<file path="src/rtl/wb_qspi_arbiter.sv">
// Two-master Wishbone arbiter/decoder in front of the QSPI memory adapter.
// All mem_* outputs are registered and held stable for the life of a grant.
module wb_qspi_arbiter #(
   parameter logic [7:0] ROM_PREFIX  = 8'h00,
   parameter logic [7:0] RAM_PREFIX  = 8'h01,
   parameter bit         ROUND_ROBIN = 1'b1
) (
   input  logic        clk_i,
   input  logic        rst_in,
   input  logic        ibus_stb_i,
   input  logic [31:0] ibus_adr_i,
   output logic        ibus_ack_o,
   output logic        ibus_err_o,
   output logic [31:0] ibus_dat_o,
   input  logic        dbus_stb_i,
   input  logic        dbus_we_i,
   input  logic [3:0]  dbus_be_i,
   input  logic [31:0] dbus_adr_i,
   input  logic [31:0] dbus_dat_i,
   output logic        dbus_ack_o,
   output logic        dbus_err_o,
   output logic [31:0] dbus_dat_o,
   output logic        mem_sel_rom_ram_o,
   output logic        mem_stb_o,
   output logic        mem_we_o,
   output logic [3:0]  mem_be_o,
   output logic [21:0] mem_adr_o,
   output logic [31:0] mem_dat_o,
   input  logic        mem_ack_i,
   input  logic [31:0] mem_dat_i
);

   // state  | meaning
   // IDLE   | no grant, choosing a winner
   // BUSY_I | ibus transaction at the adapter
   // BUSY_D | dbus transaction at the adapter
   // ERR_I  | one-cycle error ack to ibus
   // ERR_D  | one-cycle error ack to dbus
   typedef enum logic [2:0] {IDLE, BUSY_I, BUSY_D, ERR_I, ERR_D} state_e;

   state_e      state_q, state_d;
   logic        last_d_q, last_d_d;   // 1 = last grant went to dbus
   logic        sel_q, sel_d;
   logic        stb_q, stb_d;
   logic        we_q, we_d;
   logic [3:0]  be_q, be_d;
   logic [21:0] adr_q, adr_d;
   logic [31:0] dat_q, dat_d;

   logic i_rom, i_ram, d_rom, d_ram;
   logic i_illegal, d_illegal;
   logic pick_d, pick_i;

   logic unused_adr_lsbs;
   assign unused_adr_lsbs = ^{ibus_adr_i[1:0], dbus_adr_i[1:0]};

   always_comb begin
      i_rom     = (ibus_adr_i[31:24] == ROM_PREFIX);
      i_ram     = (ibus_adr_i[31:24] == RAM_PREFIX);
      d_rom     = (dbus_adr_i[31:24] == ROM_PREFIX);
      d_ram     = (dbus_adr_i[31:24] == RAM_PREFIX);
      i_illegal = !(i_rom || i_ram);
      d_illegal = !(d_rom || d_ram) || (dbus_we_i && d_rom);
      // On contention with round robin, dbus wins only if ibus had the last grant.
      pick_d    = dbus_stb_i && (!ibus_stb_i || !ROUND_ROBIN || !last_d_q);
      pick_i    = ibus_stb_i && !pick_d;
   end

   always_comb begin
      state_d    = state_q;
      last_d_d   = last_d_q;
      sel_d      = sel_q;
      stb_d      = stb_q;
      we_d       = we_q;
      be_d       = be_q;
      adr_d      = adr_q;
      dat_d      = dat_q;
      ibus_ack_o = 1'b0;
      ibus_err_o = 1'b0;
      ibus_dat_o = '0;
      dbus_ack_o = 1'b0;
      dbus_err_o = 1'b0;
      dbus_dat_o = '0;
      unique case (state_q)
         IDLE: begin
            if (pick_d) begin
               last_d_d = 1'b1;
               if (d_illegal) begin
                  state_d = ERR_D;
               end else begin
                  state_d = BUSY_D;
                  stb_d   = 1'b1;
                  sel_d   = d_ram;
                  adr_d   = dbus_adr_i[23:2];
                  we_d    = dbus_we_i;
                  be_d    = dbus_be_i;
                  dat_d   = dbus_dat_i;
               end
            end else if (pick_i) begin
               last_d_d = 1'b0;
               if (i_illegal) begin
                  state_d = ERR_I;
               end else begin
                  state_d = BUSY_I;
                  stb_d   = 1'b1;
                  sel_d   = i_ram;
                  adr_d   = ibus_adr_i[23:2];
                  we_d    = 1'b0;
                  be_d    = 4'b1111;
                  dat_d   = '0;
               end
            end
         end
         BUSY_I: begin
            // A master that dropped stb early still lets the access finish; its ack is swallowed.
            ibus_ack_o = mem_ack_i && ibus_stb_i;
            ibus_dat_o = mem_dat_i;
            if (mem_ack_i) begin
               stb_d   = 1'b0;
               state_d = IDLE;
            end
         end
         BUSY_D: begin
            dbus_ack_o = mem_ack_i && dbus_stb_i;
            dbus_dat_o = mem_dat_i;
            if (mem_ack_i) begin
               stb_d   = 1'b0;
               state_d = IDLE;
            end
         end
         ERR_I: begin
            ibus_ack_o = 1'b1;
            ibus_err_o = 1'b1;
            state_d    = IDLE;
         end
         ERR_D: begin
            dbus_ack_o = 1'b1;
            dbus_err_o = 1'b1;
            state_d    = IDLE;
         end
         default: state_d = IDLE;
      endcase
   end

   always_ff @(posedge clk_i or negedge rst_in) begin
      if (!rst_in) begin
         state_q  <= IDLE;
         last_d_q <= 1'b0;
         sel_q    <= 1'b0;
         stb_q    <= 1'b0;
         we_q     <= 1'b0;
         be_q     <= '0;
         adr_q    <= '0;
         dat_q    <= '0;
      end else begin
         state_q  <= state_d;
         last_d_q <= last_d_d;
         sel_q    <= sel_d;
         stb_q    <= stb_d;
         we_q     <= we_d;
         be_q     <= be_d;
         adr_q    <= adr_d;
         dat_q    <= dat_d;
      end
   end

   assign mem_sel_rom_ram_o = sel_q;
   assign mem_stb_o         = stb_q;
   assign mem_we_o          = we_q;
   assign mem_be_o          = be_q;
   assign mem_adr_o         = adr_q;
   assign mem_dat_o         = dat_q;

endmodule

</file>
<file path="config.mk">
export PLATFORM = sky130hd
export DESIGN_NAME = wb_qspi_arbiter
export DESIGN_NICKNAME = d
export VERILOG_FILES = /design/src/rtl/wb_qspi_arbiter.sv
export SDC_FILE = /design/constraint.sdc
export NUM_CORES = 1
export LEC_CHECK = 0
export CORE_MARGIN = 5
export CORE_UTILIZATION = 34
export CTS_CLUSTER_SIZE = 16
export DETAILED_ROUTE_END_ITERATION = 7
export PLACE_DENSITY = 0.92
export SETUP_SLACK_MARGIN = 0.05
export SYNTH_ARGS = -nofsm -noshare
export SYNTH_HDL_FRONTEND = slang
export SYNTH_SLANG_ARGS = --single-unit
export TNS_END_PERCENT = 10
</file>
<file path="constraint.sdc">
create_clock -name clk_i -period 1.9 [get_ports clk_i]
set_input_delay 0.38 -clock clk_i [delete_from_list [all_inputs] [get_ports clk_i]]
set_output_delay 0.38 -clock clk_i [all_outputs]
set_load 0.1 [all_outputs]
</file>
==> summary.txt, run 1 <==
Starting density of the core - 34.27%
Clock Skew - 0.01064 ns
CTS Sinks - 65
Slew headroom - 70.61%
Starting DRT DRC Count - 149
Final period utilization - 110.4%
Failing checks - negative setup slack
Worst Path Max Fanout - 8
Leakage Power - 3.437 nW
Number of H-tree levels - 3
Post-synth top area share - 46.81%
# fillers - 604
WL per Instance - 20.39 um
Multi-input gate area - 1879 um^2
Final Hold Viols - 0
CP Capture Type - output pin
Vias - 3590
Setup WS post-layout - -0.1982 ns
Max Root-Sink Buffers - 2
Synth Area per Inst - 11.54 um^2
Top-count cell post-synth - dfrtp_1
Post-synth EDFFs - 0
Global-route wire length before repair - 21.91 mm
Seq cells post-synth - 65
Place WS - -0.5560 ns
Vias per Instance - 4.871
Worst-Margin Slew - 0.4408 ns
Die Area - 12340 um^2
Overflow after GRT - 0
Power per standard cell area - 1920 nW/um^2
Cell mode on critical path - buf_6
Worst vdd ir - 1.346 mV
CTS clk-pin slew, worst paths - 0.08 ns
ANT cells - 0
All-layer global routing usage - 22.41%
Post-synth top cells - dfrtp_1 (65), and2_1 (64), mux2_4 (26)
GPL Wtd Cong - 0.8631
Post-route cell area - 7654 um^2
Crit path kind - flip-flop to output pin
Die Ht - 111.1 um
Top area cells in the synthesized netlist - dfrtp_1 (47%), and2_1 (12%), mux2_4 (11%)
HP Class - flip-flop to flip-flop
Final setup violation count - 65
Status - finished with violations
CP delay by family, top - buffers and inverters
Post-Synthesis Cells - 301
Routed Wire Length - 15.03 mm
Syn Nets - 439
Startpoint types - flip-flop
Unrepaired setup endpoints after global routing - true
Cell chain of the critical path - buf_6, nor3_4, buf_6, clkbuf_16, and2_4, buf_12
# IOs - 267
Leading register cell type out of synthesis - dfrtp_1
Slowest CP cell - dfrtp_1
DRC violations left - 0
Vias in the first global route - 3965
Sequential cell area fraction in the yosys report - 46.81%
Syn Std Cell Area - 3475 um^2
Num CTS Buffers - 9
CTS tree - yes
Achievable frequency - 476.6 MHz
Initial antenna violation count - 0
Clock root cell - clkbuf_8
Max incr delay on CP - 0.40 ns
Antenna viol nets, final - 0
Largest net degree at the start of global routing - 33
Clk_lat worst skew - 0.34 ns
Die X - 111.1 um
Post-synth ARST share - 100.0%
Placed cell areas - 7089 um^2
Input/output buffers - 262
Post-synthesis cell type count - 36
Synth-to-Final Area Change - 120.3%
WP data required - 1.52 ns
NumNets Final - 734
Max cap viols - 0
Tmin final - 2.098 ns
Area leader, netlist - dfrtp_1
Final max-slew violation count - 0
Worst EP arrival - 1.72 ns
CORE AREA - 10140 um^2
Synth warn - 0
Buf+Inv Stages, Crit Path - 4
Drt pass-1 iters - 4
Layout cells sized above 1 - 52.58%
Row count - 37
DP HPWL - 11.56 mm
Sequential cell area - 1628 um^2
## report_power, final
group / leakage (nW) / switching, W / internal [W] / total [W]
Clock: 0.115 / 0.000553 / 0.000787 / 0.00134
Combinational: 2.51 / 0.00736 / 0.00376 / 0.0111
Sequential: 0.816 / 0.000375 / 0.00186 / 0.00224
Total: 3.44 / 0.00829 / 0.00641 / 0.0147
## cell usage in the layout, fill, tap and decap left out, types with 3 or more instances in the layout
master	instances
inv_1	15
and2_4	64
nand2b_1	5
o21ai_0	13
clkbuf_8	10
mux2_2	23
nand2_1	4
dfrtp_1	64
mux2_4	26
clkbuf_16	3
clkdlybuf4s50_1	126
a22o_1	21
nand4_1	13
buf_12	79
buf_6	3
buf_4	86
dlygate4sd2_1	6
## metrics by stage
stage | hold slack [ns] | TNS [ns] | total power [W] | std cells | util, %
final | 0.5090 | -10.19 | 0.01469 | 737 | 75.49
after global placement | 0.3382 | -25.95 | 0.01256 | 708 | 69.92
after detailed placement | 0.3441 | -26.47 | 0.01271 | 708 | 69.92
after floorplan | 0.08441 | -15.10 | 0.009256 | 301 | -
after global routing | 0.5293 | -17.26 | 0.01514 | 737 | 75.49
after CTS | 0.5154 | -12.43 | 0.01426 | 728 | 73.11
## worst reg2reg max path, stage by stage, from the launching register on
cell and delay (ns):
dfrtp_2 0.44, buf_4 0.16, nor3_2 0.20, o21a_1 0.22, buf_4 0.18, o211ai_1 0.16
buf_12 0.19, a22o_1 0.24
## flip-flops by register name (all words and copies together), names as in the netlist
| name | flops |
|---|---|
| last_d_q | 1 |
| mem_we_o | 1 |
| mem_be_o | 4 |
| mem_dat_o | 32 |
| state_q | 3 |
| mem_adr_o | 22 |
| mem_sel_rom_ram_o | 1 |
| mem_stb_o | 1 |
## area by class of cell
cell class | count | area share [%]
Multi-Input combinational cell | 199 | 24.55
Clock inverter | 5 | 1.128
Tap cell | 136 | 2.223
Sequential cell | 65 | 21.27
Clock buffer | 11 | 1.847
Timing Repair Buffer | 306 | 48.24
Inverter | 15 | 0.7357
## per-layer routing
layer / part of all wire [%] / track usage [%]
met3: 8.2 / 8.570
met2: 54 / 41.34
met5: 0 / 0
met4: 2.7 / 7.218
met1: 35 / 23.31
## kinds of logic after synthesis
kind of cell,after synthesis,synth area share (%)
flops,65,46.81
mux,49,18.69
xor+xnor,1,0.2521
simple gates,102,17.86
compound gates,47,10.62
buf+inv,37,5.762
## worst paths after layout
kind | from | to | slack (ns) | depth (start not counted)
worst max-delay path | state_q[0]$_DFFE_PN0P_ | dbus_dat_o[2] | -0.20 | 6
worst max register to register | state_q[1]$_DFFE_PN0P_ | mem_dat_o[26]$_DFFE_PN0P_ | 0 | 7
worst min register to register | mem_dat_o[29]$_DFFE_PN0P_ | mem_dat_o[29]$_DFFE_PN0P_ | 0.51 | 1
min in group asynchronous | rst_in | mem_dat_o[23]$_DFFE_PN0P_ | 0.55 | 2
worst min-delay path | mem_dat_o[29]$_DFFE_PN0P_ | mem_dat_o[29]$_DFFE_PN0P_ | 0.51 | 1
max in group asynchronous | rst_in | mem_dat_o[1]$_DFFE_PN0P_ | 0.81 | 3
## repair_timing
action,4_1_cts,5_1_grt
pin swaps,12,29
buffers inserted,2,5
gates resized for setup,27,51
hold endpoints to repair,16,0
hold buffers,1,0
setup endpoints to repair,117,109
cloned,1,4
(Power assumes the default switching activity.)
==> run 2, diff against run 1 <==
Settings changed: CORE_UTILIZATION 34 to 35, CTS_BUF_LIST set to sky130_fd_sc_hd__clkbuf_2, PLACE_DENSITY 0.92 to 0.81.
==> run 2 against run 1 <==
Compared with the run above:
- the run still ends with negative setup slack left
- total power is 1.9% lower
- sequential share of layout area is 0.052 points higher
- count of clock-buffer cells in the layout is 1 lower
- flip-flop and latch count stayed put
- first-iteration DRC count is 15% higher
- clock power is 28% lower
- critical endpoint is now dbus_dat_o[13]
==> summary.txt, run 2 (synthesized netlist as in run 1, its figures left out) <==
DP HPWL - 11.35 mm
Max cap viols - 0
Failing checks - negative setup slack
Met1 GRT Util - 26.22%
Synth-to-Final Area Change - 119.7%
Status - finished with violations
Slowest CP cell - dfrtp_1
Slew headroom - 70.12%
Achievable frequency - 439.7 MHz
Worst-Margin Slew - 0.4482 ns
Final Hold Viols - 0
HP Class - input pin to asynchronous set/reset pin
Max incr delay on CP - 0.46 ns
Setup WS post-layout - -0.3743 ns
Placed Cells - 703
Unrepaired setup endpoints after global routing - true
CORE AREA - 9729 um^2
Clock root cell - clkbuf_2
Gr busiest metal - met2
ANT cells - 0
Overflow after GRT - 0
Tmin final - 2.274 ns
Power per standard cell area - 1888 nW/um^2
All-layer global routing usage - 23.57%
NumNets Final - 736
Die Area - 12020 um^2
Total Power - 0.01442 W
Cell chain of the critical path - buf_6, nor3_4, buf_6, clkbuf_16, and2_4, buf_12
Antenna viol nets, final - 0
Input/output buffers - 262
WP data required - 1.52 ns
WL per Instance - 20.64 um
CP Capture Type - output pin
M3 GR Usage - 7.399%
CTS tree - yes
# IOs - 267
Leakage Power - 3.421 nW
Vias per Instance - 4.902
Row count - 36
Die Ht - 109.6 um
Cell mode on critical path - buf_6
Max Root-Sink Buffers - 2
GPL Wtd Cong - 0.8270
Max reg flops - 32
Worst vdd ir - 1.429 mV
Routed Wire Length - 15.19 mm
CTS Sinks - 65
Worst EP arrival - 1.89 ns
Largest net degree at the start of global routing - 36
Startpoint types - flip-flop
Vias in the first global route - 3860
CTS clk-pin slew, worst paths - 0.23 ns
Global-route wire length before repair - 21.50 mm
Worst Path Max Fanout - 5
Layout cells sized above 1 - 52.74%
Crit path kind - flip-flop to output pin
Most frequent cells in the layout - clkdlybuf4s50_1 (132), buf_4 (81), buf_12 (80)
Initial antenna violation count - 0
Final max-slew violation count - 0
Drt pass-1 iters - 4
Starting DRT DRC Count - 171
Clk_lat worst skew - 0.48 ns
Vias - 3608
Post-Layout Cell Count - 736
DRC violations left - 0
Num CTS Buffers - 9
Met2 usage - 43.50%
Number of H-tree levels - 3
Die X - 109.6 um
Final setup violation count - 68
Final period utilization - 119.7%
Starting density of the core - 35.71%
Clock Skew - 0.03718 ns
Commonest non-fill, non-tap cell in the layout - clkdlybuf4s50_1
## run 2: what timing repair did
item / CTS / global route
hold buffers: 1 / 0
endpoints found under the setup margin: 94 / 85
endpoints found under the hold margin: 65 / 0
pin swaps: 15 / 35
cloned: 2 / 4
setup buffers: 5 / 5
resized for setup: 48 / 32
## run 2: through the flow
step	hold WS, ns	util, %	cell area, um^2	setup WS (ns)	TNS, ns
global placement	0.4170	72.67	7071	-0.5520	-25.06
floorplan	0.08441	-	3538	-0.3285	-15.10
detailed placement	0.4274	72.67	7071	-0.5866	-26.97
finish	0.4399	78.47	7635	-0.3743	-21.22
CTS	0.4198	76.62	7455	-0.3591	-22.08
global route	0.4267	78.47	7635	-0.4623	-27.09
## run 2: area by class of cell
class / count / area (um^2)
clock buffers: 10 / 50.05
flip-flops and latches: 65 / 1628
fillers: 603 / 2095
clock inverters: 6 / 91.34
repair buffers: 308 / 3756
well taps: 133 / 166.4
inverters: 15 / 56.30
multi-input cells: 199 / 1887
## run 2: worst paths after layout
| kind | start | end | slack (ns) | depth (start not counted) |
|---|---|---|---|---|
| max | state_q[2]$_DFFE_PN0P_ | dbus_dat_o[13] | -0.37 | 6 |
| min | rst_in | mem_adr_o[0]$_DFFE_PN0P_ | 0.44 | 3 |
| max reg2reg | state_q[1]$_DFFE_PN0P_ | mem_adr_o[21]$_DFFE_PN0P_ | 0.08 | 6 |
| min reg2reg | mem_dat_o[24]$_DFFE_PN0P_ | mem_dat_o[24]$_DFFE_PN0P_ | 0.54 | 1 |
| max in group asynchronous | rst_in | mem_dat_o[12]$_DFFE_PN0P_ | 1.05 | 3 |
| min in group clk_i | dbus_dat_i[5] | mem_dat_o[5]$_DFFE_PN0P_ | 0.47 | 2 |
## run 2: critical path: cells and delay by family (launching register included)
family / cells / cell delay [ns]
buf+inv: 4 / 0.63
flops: 1 / 0.46
simple gates: 2 / 0.35
## run 2: routing by layer
metal	wire, um	vias to the layer above
li1	-	1646
met1	5405	1760
met2	8095	177
met3	1350	25
met4	340	0
met5	0	-
## run 2: power breakdown
group / internal, W / leakage [nW] / total, W / switching, W
Clock: 0.000449 / 0.0865 / 0.000969 / 0.000519
Combinational: 0.00382 / 2.52 / 0.0112 / 0.00742
Sequential: 0.00185 / 0.816 / 0.00221 / 0.000355
